===== src/rtl/pipeline_hazard_ctrl_if.sv =====
// pipeline_hazard_ctrl_if
//   Bundles the hazard-detection inputs and the stall/flush/status outputs
//   exchanged between the pipeline datapath and the hazard controller.
//   master : datapath side (drives hazard inputs, consumes stall/flush)
//   slave  : hazard controller side
// Signals
//   ID_SrcReg1/2   source registers of the instruction in ID
//   ID_EX_MemRead  instruction in EX is a load
//   ID_EX_reg_rd   destination register of the instruction in EX
//   ID_br_taken    branch in ID resolved taken
//   ID_HLT/WB_HLT  HLT decoded in ID / HLT reached WB
//   mem_busy       data memory not ready
//   *_stall/*_flush pipeline register controls
//   hlt_done, mem_timeout, stall_cycles  status outputs
interface pipeline_hazard_ctrl_if #(
    parameter int REG_W = 4,
    parameter int CNT_W = 16
);
    logic [REG_W-1:0] ID_SrcReg1;
    logic [REG_W-1:0] ID_SrcReg2;
    logic             ID_EX_MemRead;
    logic [REG_W-1:0] ID_EX_reg_rd;
    logic             ID_br_taken;
    logic             ID_HLT;
    logic             WB_HLT;
    logic             mem_busy;

    logic             PC_stall;
    logic             IF_ID_stall;
    logic             IF_ID_flush;
    logic             ID_EX_stall;
    logic             ID_EX_flush;
    logic             EX_MEM_stall;
    logic             MEM_WB_flush;
    logic             hlt_done;
    logic             mem_timeout;
    logic [CNT_W-1:0] stall_cycles;

    modport master (
        output ID_SrcReg1, ID_SrcReg2, ID_EX_MemRead, ID_EX_reg_rd,
               ID_br_taken, ID_HLT, WB_HLT, mem_busy,
        input  PC_stall, IF_ID_stall, IF_ID_flush, ID_EX_stall, ID_EX_flush,
               EX_MEM_stall, MEM_WB_flush, hlt_done, mem_timeout, stall_cycles
    );

    modport slave (
        input  ID_SrcReg1, ID_SrcReg2, ID_EX_MemRead, ID_EX_reg_rd,
               ID_br_taken, ID_HLT, WB_HLT, mem_busy,
        output PC_stall, IF_ID_stall, IF_ID_flush, ID_EX_stall, ID_EX_flush,
               EX_MEM_stall, MEM_WB_flush, hlt_done, mem_timeout, stall_cycles
    );
endinterface


===== src/rtl/pipeline_hazard_ctrl.sv =====
// pipeline_hazard_ctrl
//   Central stall/flush sequencer for a 5-stage pipeline. Handles load-use
//   hazards, taken-branch squash, multi-cycle data-memory waits and HLT
//   drain-to-halt. Keeps a saturating stall-cycle counter and a sticky
//   memory-timeout flag.
// Ports
//   clk  system clock, rising edge
//   rst  asynchronous, active-high reset
//   hz   slave side of pipeline_hazard_ctrl_if (hazard inputs, stall/flush
//        controls, hlt_done, mem_timeout, stall_cycles)
// The interface instance must use the same REG_W/CNT_W as this module.
module pipeline_hazard_ctrl #(
    parameter int REG_W       = 4,
    parameter int MEM_TIMEOUT = 16,
    parameter int CNT_W       = 16
) (
    input  logic                   clk,
    input  logic                   rst,
    pipeline_hazard_ctrl_if.slave  hz
);

    localparam int WAIT_W = (MEM_TIMEOUT > 2) ? $clog2(MEM_TIMEOUT) : 1;
    localparam logic [WAIT_W-1:0] WAIT_LAST = WAIT_W'(MEM_TIMEOUT - 1);

    typedef enum logic [1:0] {
        RUN      = 2'd0,
        MEM_WAIT = 2'd1,
        DRAIN    = 2'd2,
        HALTED   = 2'd3
    } state_t;

    state_t            state;
    state_t            state_next;
    logic [WAIT_W-1:0] wait_cnt;
    logic [CNT_W-1:0]  stall_cnt;
    logic              hlt_done_q;
    logic              mem_timeout_q;

    logic pc_stall, if_id_stall, if_id_flush, id_ex_stall, id_ex_flush;
    logic ex_mem_stall, mem_wb_flush;
    logic lu;

    // Load-use: the load in EX writes a register the ID instruction reads.
    // R0 is hard-wired zero, so a load into it never creates a dependency.
    assign lu = hz.ID_EX_MemRead
              && (hz.ID_EX_reg_rd != '0)
              && ((hz.ID_EX_reg_rd == REG_W'(hz.ID_SrcReg1))
               || (hz.ID_EX_reg_rd == REG_W'(hz.ID_SrcReg2)));

    // Next state and stall/flush decode.
    always_comb begin
        // NOTE: every output gets a default before any branch so no latch is inferred.
        state_next   = state;
        pc_stall     = 1'b0;
        if_id_stall  = 1'b0;
        if_id_flush  = 1'b0;
        id_ex_stall  = 1'b0;
        id_ex_flush  = 1'b0;
        ex_mem_stall = 1'b0;
        mem_wb_flush = 1'b0;

        if (!rst) begin
            unique case (state)
                RUN, MEM_WAIT: begin
                    if (hz.mem_busy) begin
                        // Freeze everything up to MEM; WB gets bubbles. A pending
                        // branch stays in ID and is honoured once memory is ready.
                        pc_stall     = 1'b1;
                        if_id_stall  = 1'b1;
                        id_ex_stall  = 1'b1;
                        ex_mem_stall = 1'b1;
                        mem_wb_flush = 1'b1;
                        state_next   = MEM_WAIT;
                    end else begin
                        state_next = RUN;
                        if (lu) begin
                            // One bubble; the load then leaves EX and lu drops.
                            pc_stall    = 1'b1;
                            if_id_stall = 1'b1;
                            id_ex_flush = 1'b1;
                        end else begin
                            if_id_flush = hz.ID_br_taken;
                            if (hz.ID_HLT) state_next = DRAIN;
                        end
                    end
                end
                DRAIN: begin
                    pc_stall = 1'b1;
                    if (hz.mem_busy) begin
                        if_id_stall  = 1'b1;
                        id_ex_stall  = 1'b1;
                        ex_mem_stall = 1'b1;
                        mem_wb_flush = 1'b1;
                    end else if (lu) begin
                        if_id_stall = 1'b1;
                        id_ex_flush = 1'b1;
                    end else begin
                        // Keep feeding NOPs so nothing fetched after HLT executes.
                        if_id_flush = 1'b1;
                    end
                    if (hz.WB_HLT) state_next = HALTED;
                end
                HALTED: begin
                    pc_stall     = 1'b1;
                    if_id_stall  = 1'b1;
                    id_ex_stall  = 1'b1;
                    ex_mem_stall = 1'b1;
                end
                default: state_next = RUN;
            endcase
        end
    end

    // NOTE: sequential state uses non-blocking assignments only, so every
    // register samples pre-edge values regardless of statement order.
    always_ff @(posedge clk or posedge rst) begin
        if (rst) begin
            state         <= RUN;
            hlt_done_q    <= 1'b0;
            mem_timeout_q <= 1'b0;
            stall_cnt     <= '0;
            wait_cnt      <= '0;
        end else begin
            state      <= state_next;
            hlt_done_q <= (state_next == HALTED);

            if (hz.mem_busy) begin
                if (wait_cnt == WAIT_LAST) mem_timeout_q <= 1'b1;
                else                       wait_cnt      <= wait_cnt + 1'b1;
            end else begin
                wait_cnt <= '0;
            end

            if (pc_stall && (state != HALTED) && (stall_cnt != '1))
                stall_cnt <= stall_cnt + 1'b1;
        end
    end

    assign hz.PC_stall     = pc_stall;
    assign hz.IF_ID_stall  = if_id_stall;
    assign hz.IF_ID_flush  = if_id_flush;
    assign hz.ID_EX_stall  = id_ex_stall;
    assign hz.ID_EX_flush  = id_ex_flush;
    assign hz.EX_MEM_stall = ex_mem_stall;
    assign hz.MEM_WB_flush = mem_wb_flush;
    assign hz.hlt_done     = hlt_done_q;
    assign hz.mem_timeout  = mem_timeout_q;
    assign hz.stall_cycles = stall_cnt;

endmodule

===== src/flat_wrapper.sv =====
// flat-port wrapper written by rule: the top's interface ports become plain ports
module pipeline_hazard_ctrl_flat 
#(
    parameter int REG_W       = 4,
    parameter int MEM_TIMEOUT = 16,
    parameter int CNT_W       = 16
)
  (clk, rst, hz_ID_SrcReg1, hz_ID_SrcReg2, hz_ID_EX_MemRead, hz_ID_EX_reg_rd, hz_ID_br_taken, hz_ID_HLT, hz_WB_HLT, hz_mem_busy, hz_PC_stall, hz_IF_ID_stall, hz_IF_ID_flush, hz_ID_EX_stall, hz_ID_EX_flush, hz_EX_MEM_stall, hz_MEM_WB_flush, hz_hlt_done, hz_mem_timeout, hz_stall_cycles);
  pipeline_hazard_ctrl_if #(.REG_W(REG_W), .CNT_W(CNT_W)) hz_i ();
  input  logic clk;
  input  logic rst;
  input wire logic [$bits(hz_i.ID_SrcReg1)-1:0] hz_ID_SrcReg1;
  input wire logic [$bits(hz_i.ID_SrcReg2)-1:0] hz_ID_SrcReg2;
  input wire logic [$bits(hz_i.ID_EX_MemRead)-1:0] hz_ID_EX_MemRead;
  input wire logic [$bits(hz_i.ID_EX_reg_rd)-1:0] hz_ID_EX_reg_rd;
  input wire logic [$bits(hz_i.ID_br_taken)-1:0] hz_ID_br_taken;
  input wire logic [$bits(hz_i.ID_HLT)-1:0] hz_ID_HLT;
  input wire logic [$bits(hz_i.WB_HLT)-1:0] hz_WB_HLT;
  input wire logic [$bits(hz_i.mem_busy)-1:0] hz_mem_busy;
  output wire logic [$bits(hz_i.PC_stall)-1:0] hz_PC_stall;
  output wire logic [$bits(hz_i.IF_ID_stall)-1:0] hz_IF_ID_stall;
  output wire logic [$bits(hz_i.IF_ID_flush)-1:0] hz_IF_ID_flush;
  output wire logic [$bits(hz_i.ID_EX_stall)-1:0] hz_ID_EX_stall;
  output wire logic [$bits(hz_i.ID_EX_flush)-1:0] hz_ID_EX_flush;
  output wire logic [$bits(hz_i.EX_MEM_stall)-1:0] hz_EX_MEM_stall;
  output wire logic [$bits(hz_i.MEM_WB_flush)-1:0] hz_MEM_WB_flush;
  output wire logic [$bits(hz_i.hlt_done)-1:0] hz_hlt_done;
  output wire logic [$bits(hz_i.mem_timeout)-1:0] hz_mem_timeout;
  output wire logic [$bits(hz_i.stall_cycles)-1:0] hz_stall_cycles;
  assign hz_i.ID_SrcReg1 = hz_ID_SrcReg1;
  assign hz_i.ID_SrcReg2 = hz_ID_SrcReg2;
  assign hz_i.ID_EX_MemRead = hz_ID_EX_MemRead;
  assign hz_i.ID_EX_reg_rd = hz_ID_EX_reg_rd;
  assign hz_i.ID_br_taken = hz_ID_br_taken;
  assign hz_i.ID_HLT = hz_ID_HLT;
  assign hz_i.WB_HLT = hz_WB_HLT;
  assign hz_i.mem_busy = hz_mem_busy;
  assign hz_PC_stall = hz_i.PC_stall;
  assign hz_IF_ID_stall = hz_i.IF_ID_stall;
  assign hz_IF_ID_flush = hz_i.IF_ID_flush;
  assign hz_ID_EX_stall = hz_i.ID_EX_stall;
  assign hz_ID_EX_flush = hz_i.ID_EX_flush;
  assign hz_EX_MEM_stall = hz_i.EX_MEM_stall;
  assign hz_MEM_WB_flush = hz_i.MEM_WB_flush;
  assign hz_hlt_done = hz_i.hlt_done;
  assign hz_mem_timeout = hz_i.mem_timeout;
  assign hz_stall_cycles = hz_i.stall_cycles;
  pipeline_hazard_ctrl #(.REG_W(REG_W), .MEM_TIMEOUT(MEM_TIMEOUT), .CNT_W(CNT_W)) u_core (.clk(clk), .rst(rst), .hz(hz_i));
endmodule

===== config.mk =====
export PLATFORM = sky130hd
export DESIGN_NAME = pipeline_hazard_ctrl_flat
export DESIGN_NICKNAME = d
export VERILOG_FILES = /design/src/rtl/pipeline_hazard_ctrl_if.sv /design/src/rtl/pipeline_hazard_ctrl.sv /design/src/flat_wrapper.sv
export SDC_FILE = /design/constraint.sdc
export NUM_CORES = 1
export LEC_CHECK = 0
export CAP_MARGIN = 20
export CELL_PAD_IN_SITES_DETAIL_PLACEMENT = 1
export CELL_PAD_IN_SITES_GLOBAL_PLACEMENT = 1
export CORE_MARGIN = 5
export CORE_UTILIZATION = 34
export CTS_CLUSTER_SIZE = 14
export DETAILED_ROUTE_END_ITERATION = 10
export PLACE_DENSITY_LB_ADDON = 0.05
export SETUP_SLACK_MARGIN = 0.2
export SKIP_CTS_REPAIR_TIMING = 1
export SYNTH_ARGS = -nofsm -noshare
export SYNTH_HDL_FRONTEND = slang
export SYNTH_SLANG_ARGS = --single-unit

===== constraint.sdc =====
create_clock -name clk -period 2.35 [get_ports clk]
set_clock_uncertainty 0.1 [all_clocks]
set_input_delay 0.3525 -clock clk [delete_from_list [all_inputs] [get_ports clk]]
set_output_delay 0.3525 -clock clk [all_outputs]
set_load 0.005 [all_outputs]

# Word-level counts from Yosys, hierarchy flattened
# Cells that the tools add are included.
# op_classes
add_sub_neg	2
eq_ne	10
mux	28
n_reduce_logical	11
# ops
cell	count
adder 16 x 1 -> 16 bit, second input constant	1
two-way mux 1 bit	16
!= test 16 bit, second input constant	1
two-way mux 2 bit	5
equality test 4 bit	2
two-way mux 4 bit	2
case mux 1 bit (2 select lines)	4
equality test 2 bit, second input constant	3
adder 4 x 1 -> 4 bit, second input constant	1
equality test 4 bit, second input constant	1
logical AND 1 bit	4
!= test 2 bit, second input constant	2
case mux 2 bit (2 select lines)	1
nonzero test 4 bit	1
OR reduction 2 bit	2
OR reduction 3 bit	1
equality test 2 x 1 -> 1 bit, second input constant	1
zero test 2 bit	1
AND reduction 2 bit	1
logical OR 1 bit	1
# word_totals
ff_bits	24
inputBits	19
output_inout_bits	25
wordCells	56

# Depth between registers and ports, before layout
# depth
ltp_word	9
depth_mapped	7
ltp_nobuf	5

# Least setup slack after synthesis
# No wires, ideal clock.
# synth_timing
path_kind	input port to flip-flop
from	in hz_ID_EX_reg_rd[1]
to	reg u_core.stall_cnt[1], in the netlist u_core.hz.stall_cycles[1]
setup_ps	125
arrival_ps	1672
t_required_ps	2125
setup_slack_ps	454
stages	5
path_buffers	0
path_cell_list	or4_4 o311ai_4 a31oi_2 nand2_1 mux2_2
# synth_between
elab_chain_cells	9
word_cells_on_any_way	12
cone_classes	eq/ne: 2; mux: 4; reduce/logical: 6
# synth_lines
element	line_no	text
from (decl)	flat_wrapper.sv:15	input wire logic [$bits(hz_i.ID_EX_reg_rd)-1:0] hz_ID_EX_reg_rd;
equality test 4 bit (tied with other cells)	pipeline_hazard_ctrl.sv:47	&& ((hz.ID_EX_reg_rd == REG_W'(hz.ID_SrcReg1))
logical OR 1 bit or logical AND 1 bit (tied branches)	pipeline_hazard_ctrl.sv:48, pipeline_hazard_ctrl.sv:46	
logical AND 1 bit (*)	pipeline_hazard_ctrl.sv:47	
two-way mux 1 bit (*)	pipeline_hazard_ctrl.sv:76	if (lu) begin
two-way mux 1 bit (*)	-	
case mux 1 bit (2 select lines) (*)	pipeline_hazard_ctrl.sv:63	unique case (state)
two-way mux 1 bit (*)	pipeline_hazard_ctrl.sv:62	if (!rst) begin
logical AND 1 bit (*) (2 in a row)	pipeline_hazard_ctrl.sv:134	if (pc_stall && (state != HALTED) && (stall_cnt != '1))
to (signal assigned)	pipeline_hazard_ctrl.sv:135	stall_cnt <= stall_cnt + 1'b1;
to (decl)	pipeline_hazard_ctrl.sv:35	logic [CNT_W-1:0] stall_cnt;
# Every way passes the cells marked *; elsewhere a longest branch is shown, timed or not.
# A chain may end at the register's enable or synchronous reset.

# Worst setup path after layout
# layout_timing
from	in hz_ID_SrcReg1[2]
to	out hz_IF_ID_stall
# layout_between
elab_chain_cells	7
# layout_lines
element	line_no	text
from (decl)	flat_wrapper.sv:12	input wire logic [$bits(hz_i.ID_SrcReg1)-1:0] hz_ID_SrcReg1;
equality test 4 bit	pipeline_hazard_ctrl.sv:47	
logical OR 1 bit	pipeline_hazard_ctrl.sv:48	|| (hz.ID_EX_reg_rd == REG_W'(hz.ID_SrcReg2)));
logical AND 1 bit	pipeline_hazard_ctrl.sv:47	
two-way mux 1 bit	pipeline_hazard_ctrl.sv:76, pipeline_hazard_ctrl.sv:94	
two-way mux 1 bit	pipeline_hazard_ctrl.sv:89	if (hz.mem_busy) begin
case mux 1 bit (2 select lines)	pipeline_hazard_ctrl.sv:63	
two-way mux 1 bit	pipeline_hazard_ctrl.sv:62	
to (decl)	flat_wrapper.sv:21	output wire logic [$bits(hz_i.IF_ID_stall)-1:0] hz_IF_ID_stall;
# Every way passes these cells.

==> results.rst <==
.. list-table::
   :header-rows: 1

   * - Metric
     - Value
   * - Leading register cell type out of synthesis
     - sky130_fd_sc_hd__dfrtp_1
   * - Count of state elements after synthesis
     - 24
   * - Fin. max-slew vios
     - 0
   * - Critical Path End Type
     - output port
   * - Worst-case vdd ir drop
     - 0.205 mV
   * - # nets final
     - 210
   * - Run status
     - completed
   * - Clk sinks
     - 24
   * - FF-to-FF setup slack
     - 410 ps
   * - TritonRoute pass-1 iters
     - 3
   * - Critical R2R Capture
     - u_core.hz.stall_cycles[14]
   * - Post-synthesis sequential area ratio
     - 44.2%
   * - Total wire length after detailed routing
     - 3.81 mm
   * - Number of top-level design ports
     - 44
   * - Cts bufs inserted
     - 3
   * - # port buffers
     - 43
   * - Layout Cells excl Fill
     - 238
   * - Max capacitance violation total
     - 0
   * - Transition time of the tightest slew-check pin
     - 396 ps
   * - Gr usage total
     - 15.2%
   * - Vias after detailed routing
     - 1,225
   * - Clock share of power
     - 33.6%
   * - Dominant combinational cell family by area after synthesis
     - simple AND/OR/NAND/NOR gates
   * - Final cell area excluding filler cells
     - 2050 um^2
   * - Startpoint class of the critical path
     - primary input
   * - Mux contribution to synthesized area
     - 4.14%
   * - Die Wd
     - 73.2 um
   * - Post-placement cell area
     - 1900 um^2
   * - Cells after DPL
     - 231
   * - Maximum achievable frequency
     - 473 MHz
   * - Post-layout util
     - 52.0%
   * - Fraction of final layout cells sized beyond drive strength 1
     - 21.8%
   * - H-tree depth reported by CTS
     - 1
   * - Internal
     - 0.000830 W
   * - Crit path kind
     - in -> out
   * - Arrival time reported for the critical path endpoint
     - 1660 ps
   * - Switching power
     - 0.000285 W
   * - RSZ-0062 raised after global routing
     - true
   * - Clock latency of the later-clocked register in the worst-skew pair
     - 270 ps
   * - Time the final worst path needs with I/O delays and setup
     - 2120 ps
   * - Switching Fraction
     - 25.6%
   * - Final Cycle Share
     - 90.1%
   * - First-pass GRT wire length
     - 6.47 mm
   * - Starting DRT DRC Count
     - 57
   * - Library cell occupying the most area in the post-synthesis netlist
     - sky130_fd_sc_hd__dfrtp_1
   * - Worst Reg-to-Reg Cells
     - 5
   * - Detailed Place HPWL
     - 2.95 mm
   * - # setup viols final
     - 0
   * - Required time of the worst setup path
     - 1900 ps
   * - Leading cell type in the layout, fill and taps excluded
     - sky130_fd_sc_hd__clkdlybuf4s50_1
   * - Worst reg2reg path startpoint
     - u_core.hz.stall_cycles[4]
   * - Syn Inst Count
     - 135
   * - Vias in the first global route
     - 1,373
   * - Layout Area Growth over Synthesis
     - 50.8%
   * - Overall Power
     - 0.00112 W
   * - Site row count
     - 23
   * - GPL Wtd Cong
     - 0.784
   * - Area share of the largest cell type after synthesis
     - 44.2%
   * - Portion of total power attributed to sequential cells
     - 44.9%
   * - Proportion of register bits with asynchronous set or reset after synthesis
     - 100%
   * - Clock tree from TritonCTS
     - built
   * - Pin count of the biggest net entering global routing
     - 25
   * - Clock tree root driver cell
     - sky130_fd_sc_hd__clkbuf_8
   * - Total global routing overflow
     - 0
   * - Number of warnings issued by yosys
     - 0
   * - Initial cell density of the core
     - 34.5%
   * - Max transition margin
     - 73.3%
   * - Count of unresolved DRC violations after routing
     - 0
   * - Number of antenna violations at the first check in global routing
     - 0
   * - Synthesized netlist net count
     - 156
   * - Logic gate share of total power
     - 21.5%
   * - Vias/cell
     - 5.15
   * - Core Region
     - 3940 um^2
   * - Sum Neg Setup Slack
     - 0 ps
   * - Pwr dens
     - 544 nW/um^2
   * - Maximum buffer depth of the clock tree
     - 2
   * - Area share of fa/ha/maj cells after synthesis
     - 1.84%
   * - Floorplan die height
     - 73.2 um
   * - Crit. Startpoint
     - hz_ID_SrcReg1[2]
   * - Synth Area in Compound Gates
     - 9.57%
   * - Synth top area cells
     - sky130_fd_sc_hd__dfrtp_1, sky130_fd_sc_hd__xnor2_1, sky130_fd_sc_hd__xor2_1
   * - Syn Area/Cell
     - 10.1 um^2
   * - Die Footprint
     - 5360 um^2
   * - DR WL/cell
     - 16.0 um
   * - Number of flops mapped to enable cells by yosys
     - 0
   * - Final Hold Vio Count
     - 0
   * - Type of the most critical hold path
     - in -> async
   * - Area fraction in and, or, nand and nor cells after synthesis
     - 21.3%
   * - Cell Area, Synth
     - 1360 um^2
   * - Count of unique library cells instantiated by Yosys
     - 37
   * - LEAKAGE
     - 0.951 nW
   * - Largest fanout on the critical path
     - 3
   * - Register clock-pin slew on the reported worst setup and hold paths
     - 90 ps
   * - Detail Route Antenna Nets
     - 0
   * - Antenna cells
     - 0
   * - XOR/XNOR share of the synthesized area
     - 14.2%
   * - Leading cell types in the layout, fill and taps excluded
     - sky130_fd_sc_hd__clkdlybuf4s50_1, sky130_fd_sc_hd__dfrtp_1, sky130_fd_sc_hd__xnor2_1
synth_stat cells (2+ instances only):
cell type                  instances
sky130_fd_sc_hd__dfrtp_1          24
sky130_fd_sc_hd__xnor2_1          14
sky130_fd_sc_hd__nand3_1          10
sky130_fd_sc_hd__and3_1            8
sky130_fd_sc_hd__nand4_1           8
sky130_fd_sc_hd__xor2_1            8
sky130_fd_sc_hd__inv_1             7
sky130_fd_sc_hd__nor2_1            7
sky130_fd_sc_hd__a21oi_1           6
sky130_fd_sc_hd__buf_2             4
sky130_fd_sc_hd__nand2_1           4
sky130_fd_sc_hd__clkbuf_1          3
sky130_fd_sc_hd__mux2i_1           3
sky130_fd_sc_hd__nor4_1            3
sky130_fd_sc_hd__and2_1            2
sky130_fd_sc_hd__ha_1              2
sky130_fd_sc_hd__nor3_1            2
per-layer routing:
| metal | GRT usage [%] | vias up | wire [um] |
|---|---|---|---|
| met5 | 0 | - | 0 |
| met4 | 5.12 | 0 | 60 |
| met3 | 3.17 | 6 | 165 |
| met2 | 27.4 | 26 | 2040 |
| met1 | 17.7 | 612 | 1550 |
| li1 | - | 581 | - |
worst max path at each step:
stage / end / slack, ps / cells past startpoint
5_1_grt: hz_IF_ID_stall / 100 / 8
3_5_place_dp: hz_ID_EX_flush / -530 / 6
4_1_cts: hz_ID_EX_flush / -590 / 6
3_3_place_gp: hz_ID_EX_flush / -510 / 6
6_report: hz_IF_ID_stall / 230 / 8
2_1_floorplan: u_core.hz.stall_cycles[1] / 450 / 5
power groups by stage:
stage                     sequential, W  combinational [W]  clock [W]
final                          0.000501           0.000240   0.000375
after global placement         0.000510           0.000229          0
after detailed placement       0.000512           0.000237          0
after global routing           0.000510           0.000266   0.000401
after CTS                      0.000503           0.000240   0.000380
after floorplan                0.000505          0.0000878          0
worst max-delay path: stages:
cell	delay, ps
sky130_fd_sc_hd__buf_6	90
sky130_fd_sc_hd__xor2_2	170
sky130_fd_sc_hd__nor4_2	350
sky130_fd_sc_hd__o211ai_1	160
sky130_fd_sc_hd__buf_4	170
sky130_fd_sc_hd__buf_6	120
sky130_fd_sc_hd__a21oi_2	130
sky130_fd_sc_hd__buf_2	120
flip-flops by register name, indices dropped and copies added, names as in the netlist:
register and cells:
u_core.hz.hlt_done 1, u_core.hz.mem_timeout 1, u_core.wait_cnt 4, u_core.hz.stall_cycles 16, u_core.state 2
stage by stage:
| stage | hold slack, ps | setup WS [ps] |
|---|---|---|
| after CTS | 395 | -591 |
| after floorplan | 368 | 454 |
| after global routing | 332 | 100 |
| after global placement | 361 | -507 |
| final | 286 | 234 |
| after detailed placement | 371 | -532 |
logic make-up after synthesis:
logic type	Yosys count
AOI/OAI and AO/OA	16
xor gates and xnor gates	22
adders and majority gates	2
buffers and inverters	15
DFF	24
muxes	5
and+or+nand+nor	51
area by class of cell:
type | count | area (um^2)
fill | 438 | 1890
clock inverter | 1 | 30.0
clock buffer | 3 | 41.3
tap | 50 | 62.6
sequential | 24 | 602
multi-input combinational | 96 | 739
timing repair buffer | 57 | 549
inverter | 7 | 26.3
Note: power is estimated with default switching activity, not from simulation.
==> RTL change 1: new RTL, same settings <==
The 4 states of `state_t` get a one-hot encoding in 4 bits.
--- a/src/rtl/pipeline_hazard_ctrl.sv
+++ b/src/rtl/pipeline_hazard_ctrl.sv
@@ -24,7 +24,7 @@
 
-    typedef enum logic [1:0] {
-        RUN      = 2'd0,
-        MEM_WAIT = 2'd1,
-        DRAIN    = 2'd2,
-        HALTED   = 2'd3
+    typedef enum logic [3:0] {
+        RUN      = 4'b0001,
+        MEM_WAIT = 4'b0010,
+        DRAIN    = 4'b0100,
+        HALTED   = 4'b1000
     } state_t;
Function: no difference found for any inputs over 10 cycles, from zero or initial values and one cycle with rst high; not proved beyond that.
==> RTL change 1 against the original RTL <==
Count of clock-buffer cells in the layout increased by 1. Sequential cell count grew 2. Wire length grew 20%. Cell area grew 16%. Worst setup slack got worse by 0.22 ns. Synthesized area increased by 9.5%. Critical endpoint is now u_core.hz.stall_cycles[1]$_DFFE_PP0P_.
Power is not compared: it rests on default switching activity, and its combinational part moved more than twofold at a synthesized area within 25%.
==> RTL change 1: results (changes against the original RTL) <==
----------------------------------------------------
[Placed design]
  Routability congestion estimate from global placement ... 0.759 (-3.1%)
  Placed wire-length estimate after detailed placement ... 3310 um (+12%)
  Placed Instance Area ... 2080 um^2 (+9.6%)
  Worst setup slack before clock tree synthesis ... -0.604 ns (-0.0717 ns)

[Final layout]
  Area used by multi-input combinational logic ... 912 um^2 (+23%)
  Sequential share of cell area ... 27.5% (-1.8 points)
  Ratio of cells with drive above 1 in the final layout ... 29.3% (+7.5 points)
  Multi-input logic cell count ... 118 (+23%)
  Number of filler cells placed in the layout ... 488 (+11%)
  Count of plain and timing-repair buffers in the layout ... 69 (+21%)
  Share of final layout cell area taken by clock buffers and inverters ... 2.32% (-1.2 points)
  Signal buf overhead ... 28.1% (+1.3 points)
  Final layout net count ... 244 (+16%)
  Layout clock buffers ... 4 (+1)
  Number of flip-flops and latches ... 26 (+8.3%)
  Layout area overhead ... 59.2%
  Count of inverters other than clock inverters in the layout ... 5 (-2)

[Synth]
  Fraction of the yosys area taken by sequential cells ... 43.8% (-0.38 points)
  Post-Synth XOR/XNOR Area ... 15.3% (+1.1 points)
  Count of unique library cells instantiated by Yosys ... 43 (+16%)
  Share of synthesized cell area in full adder, half adder and majority cells ... 1.68% (-0.16 points)
  Share of cell area taken by muxes after synthesis ... 1.43% (-2.7 points)
  Share of the synthesized area in compound gates (AO/OA/AOI/OAI) ... 11.5% (+1.9 points)
  Area contributors post-synth ... sky130_fd_sc_hd__dfrtp_1, sky130_fd_sc_hd__xor2_1, sky130_fd_sc_hd__xnor2_1
  Post-Syn Instances ... 154 (+14%)
  Net count after synthesis ... 175 (+12%)

[Routing]
  Post-detailed-route wirelength per cell ... 16.7 um (+4.0%)
  Pre-antenna DRT Iters ... 6 (+3)
  Amount of wire on met2 after detailed routing ... 2510 um (+23%)
  Met3 layer wire length in the routed design ... 106 um (-36%)
  Count of vias placed by the detailed router ... 1411 (+15%)
  Per-cell via count in the routed design ... 5.15 (about the same)
  Number of DRC markers in iteration 0 ... 34 (-40%)
  Metal1 wirelength ... 1920 um (+24%)

[Global routing]
  GRT Resource Usage Total ... 14.7% (-0.51 points)
  Global routing met1 resource utilization ... 18.2% (+0.50 points)
  First-pass GRT wire length ... 7150 um (+11%)
  Met3 Use GR ... 2.72% (-0.45 points)
  Met2 GRT Util ... 26.1% (-1.3 points)
  Maximum number of pins on one net before global-route repair ... 27 (+8.0%)

[Timing]
  Worst-margin pin slew ... 0.466 ns (+0.0699 ns)

[Status]
  Result of the run ... finished, final reports clean

[Power]
  Proportion of power drawn by combinational gates ... slightly below 50%

[Hold path]
  Kind of path behind the tightest hold check ... flop to flop

[Setup path]
  CP Data Arrival Time ... 2.41 ns (+0.75 ns)
  Worst Path Max Fanout ... 5 (+2)

[Floorplanning]
  Placement Rows ... 24 (+4.3%)

----------------------------------------------------
## RTL change 1: changes by cell type in the layout (fill, tap and decap cells not counted), moves of 4 or more
cell and delta:
sky130_fd_sc_hd__and3_1 -7, sky130_fd_sc_hd__buf_4 +4, sky130_fd_sc_hd__xor2_1 +8, sky130_fd_sc_hd__nand2_1 +9
sky130_fd_sc_hd__buf_6 +4, sky130_fd_sc_hd__nor2_4 +5
## RTL change 1: final timing paths
check	startpoint	to	slack (ns)	depth (start not counted)
worst max register to register	u_core.state[0]$_DFF_PP1_	u_core.hz.stall_cycles[1]$_DFFE_PP0P_	0.01	9
worst min register to register	u_core.hz.mem_timeout$_DFFE_PP0P_	u_core.hz.mem_timeout$_DFFE_PP0P_	0.39	1
worst min-delay path	u_core.hz.mem_timeout$_DFFE_PP0P_	u_core.hz.mem_timeout$_DFFE_PP0P_	0.39	1
max in group asynchronous	rst	u_core.state[0]$_DFF_PP1_	1.36	3
worst max-delay path	u_core.state[0]$_DFF_PP1_	u_core.hz.stall_cycles[1]$_DFFE_PP0P_	0.01	9
min in group asynchronous	rst	u_core.hz.stall_cycles[14]$_DFFE_PP0P_	0.48	3
## RTL change 1: worst max-delay path, stage by stage, from the launching register on
cell and delay (ns):
sky130_fd_sc_hd__dfstp_2 0.40, sky130_fd_sc_hd__buf_6 0.12, sky130_fd_sc_hd__or3b_4 0.43, sky130_fd_sc_hd__o21ai_2 0.08
sky130_fd_sc_hd__nand2_2 0.08, sky130_fd_sc_hd__buf_6 0.13, sky130_fd_sc_hd__buf_6 0.12, sky130_fd_sc_hd__a211oi_4 0.32
sky130_fd_sc_hd__buf_4 0.18, sky130_fd_sc_hd__mux2_4 0.28
==> RTL change 2: new RTL, config.mk and constraints unchanged <==
Without the edit above. `REG_W` is set to 4 in 3 places; all go to 3.
--- a/src/rtl/pipeline_hazard_ctrl_if.sv
+++ b/src/rtl/pipeline_hazard_ctrl_if.sv
@@ -15,3 +15,3 @@
 interface pipeline_hazard_ctrl_if #(
-    parameter int REG_W = 4,
+    parameter int REG_W = 3,
     parameter int CNT_W = 16
--- a/src/rtl/pipeline_hazard_ctrl.sv
+++ b/src/rtl/pipeline_hazard_ctrl.sv
@@ -12,3 +12,3 @@
 module pipeline_hazard_ctrl #(
-    parameter int REG_W       = 4,
+    parameter int REG_W       = 3,
     parameter int MEM_TIMEOUT = 16,
--- a/src/flat_wrapper.sv
+++ b/src/flat_wrapper.sv
@@ -3,3 +3,3 @@
 #(
-    parameter int REG_W       = 4,
+    parameter int REG_W       = 3,
     parameter int MEM_TIMEOUT = 16,
Ports: changed (resized hz_ID_EX_reg_rd, hz_ID_SrcReg1 and hz_ID_SrcReg2); port bits go from 44 to 41. The function was not compared with the original's and may differ.
==> RTL change 2 against the original RTL <==
Cell area decreased by 7.2%. Synthesized area down 8.3%. Sequential share of layout area increased by 2.2 points. Total power is 9.0% lower. Worst setup slack improved by 0.050 ns. Synthesized cell count fell by 12%. Count of clock-buffer cells in the layout increased by 1. Sequential cell count is the same. Wire length decreased by 13%. Critical path type unchanged. Critical endpoint is now hz_EX_MEM_stall.
==> RTL change 2: results (changes against the original RTL) <==
----------------------------------------------------
[Status]
  Result of the run ... finished, final reports clean

[Synth]
  Count of unique library cells instantiated by Yosys ... 33 (-11%)
  Post-Synth XOR/XNOR Area ... 14.7% (+0.58 points)
  Share of the synthesized area in compound gates (AO/OA/AOI/OAI) ... 8.43% (-1.1 points)
  Fraction of the yosys area taken by sequential cells ... 48.1% (+4.0 points)
  Net count after synthesis ... 137 (-12%)
  Cell area after synthesis ... 1250 um^2 (-8.3%)
  Share of synthesized cell area in full adder, half adder and majority cells ... 2.01% (+0.17 points)
  Area fraction of the dominant cell type after synthesis ... 48.1% (+4.0 points)

[Routing]
  Count of vias placed by the detailed router ... 1044 (-15%)
  Met3 layer wire length in the routed design ... 143 um (-13%)
  Post-detailed-route wirelength per cell ... 15.4 um (-4.1%)
  Number of DRC markers in iteration 0 ... 46 (-19%)

[Global routing]
  Vias in the first global route ... 1168 (-15%)
  Maximum number of pins on one net before global-route repair ... 26 (+4.0%)
  Met3 Use GR ... 3.41% (+0.24 points)
  Global routing met1 resource utilization ... 17.5% (-0.25 points)

[Final layout]
  Count of inverters other than clock inverters in the layout ... 5 (-2)
  Number of filler cells placed in the layout ... 396 (-9.6%)
  Ratio of cells with drive above 1 in the final layout ... 17.2% (-4.6 points)
  Area used by multi-input combinational logic ... 651 um^2 (-12%)
  Final layout net count ... 188 (-10%)
  Multi-input logic cell count ... 86 (-10%)

[Hold path]
  Kind of path behind the tightest hold check ... input pin to flop

[Power]
  Proportion of power drawn by combinational gates ... 22.1% (+0.6 points)
  Fraction of power spent switching nets ... 27.0% (+1.5 points)
  Lkg Pwr ... 0.930 nW (-2.2%)
  Sequential group power ... 0.508 mW (+1%)
  Proportion of power drawn by flip-flops and latches ... 50.1% (+5.2 points)

[Floorplanning]
  Tapcells inserted ... 48 (-4.0%)

[Setup path]
  Worst-case register-to-register setup slack ... 0.46 ns (+0.05 ns)
  Worst reg2reg endpoint ... u_core.hz.stall_cycles[0]$_DFFE_PP0P_
  Critical path destination ... hz_EX_MEM_stall
  CP Data Arrival Time ... 1.61 ns (-0.05 ns)

[Placed design]
  Placed wire-length estimate after detailed placement ... 2530 um (-14%)
  Routability congestion estimate from global placement ... 0.709 (-9.5%)

----------------------------------------------------
## RTL change 2: changes by cell type in the layout (fill, tap and decap cells not counted), moves of 3 or more
| cell | change |
|---|---|
| sky130_fd_sc_hd__buf_6 | -3 |
| sky130_fd_sc_hd__a21oi_2 | -3 |
| sky130_fd_sc_hd__inv_1 | -3 |
| sky130_fd_sc_hd__buf_4 | -5 |
| sky130_fd_sc_hd__and3_1 | -4 |
| sky130_fd_sc_hd__dlymetal6s2s_1 | +4 |
## RTL change 2: per-stage QoR
| step | hold slack (ns) | setup WS, ns | TNS [ns] |
|---|---|---|---|
| finish | 0.337 | 0.284 | 0 |
| global route | 0.407 | 0.202 | 0 |
| CTS | 0.393 | -0.247 | -0.801 |
| detailed placement | 0.373 | -0.244 | -2.45 |
| global placement | 0.362 | -0.190 | -1.38 |
| floorplan | 0.284 | 0.298 | 0 |
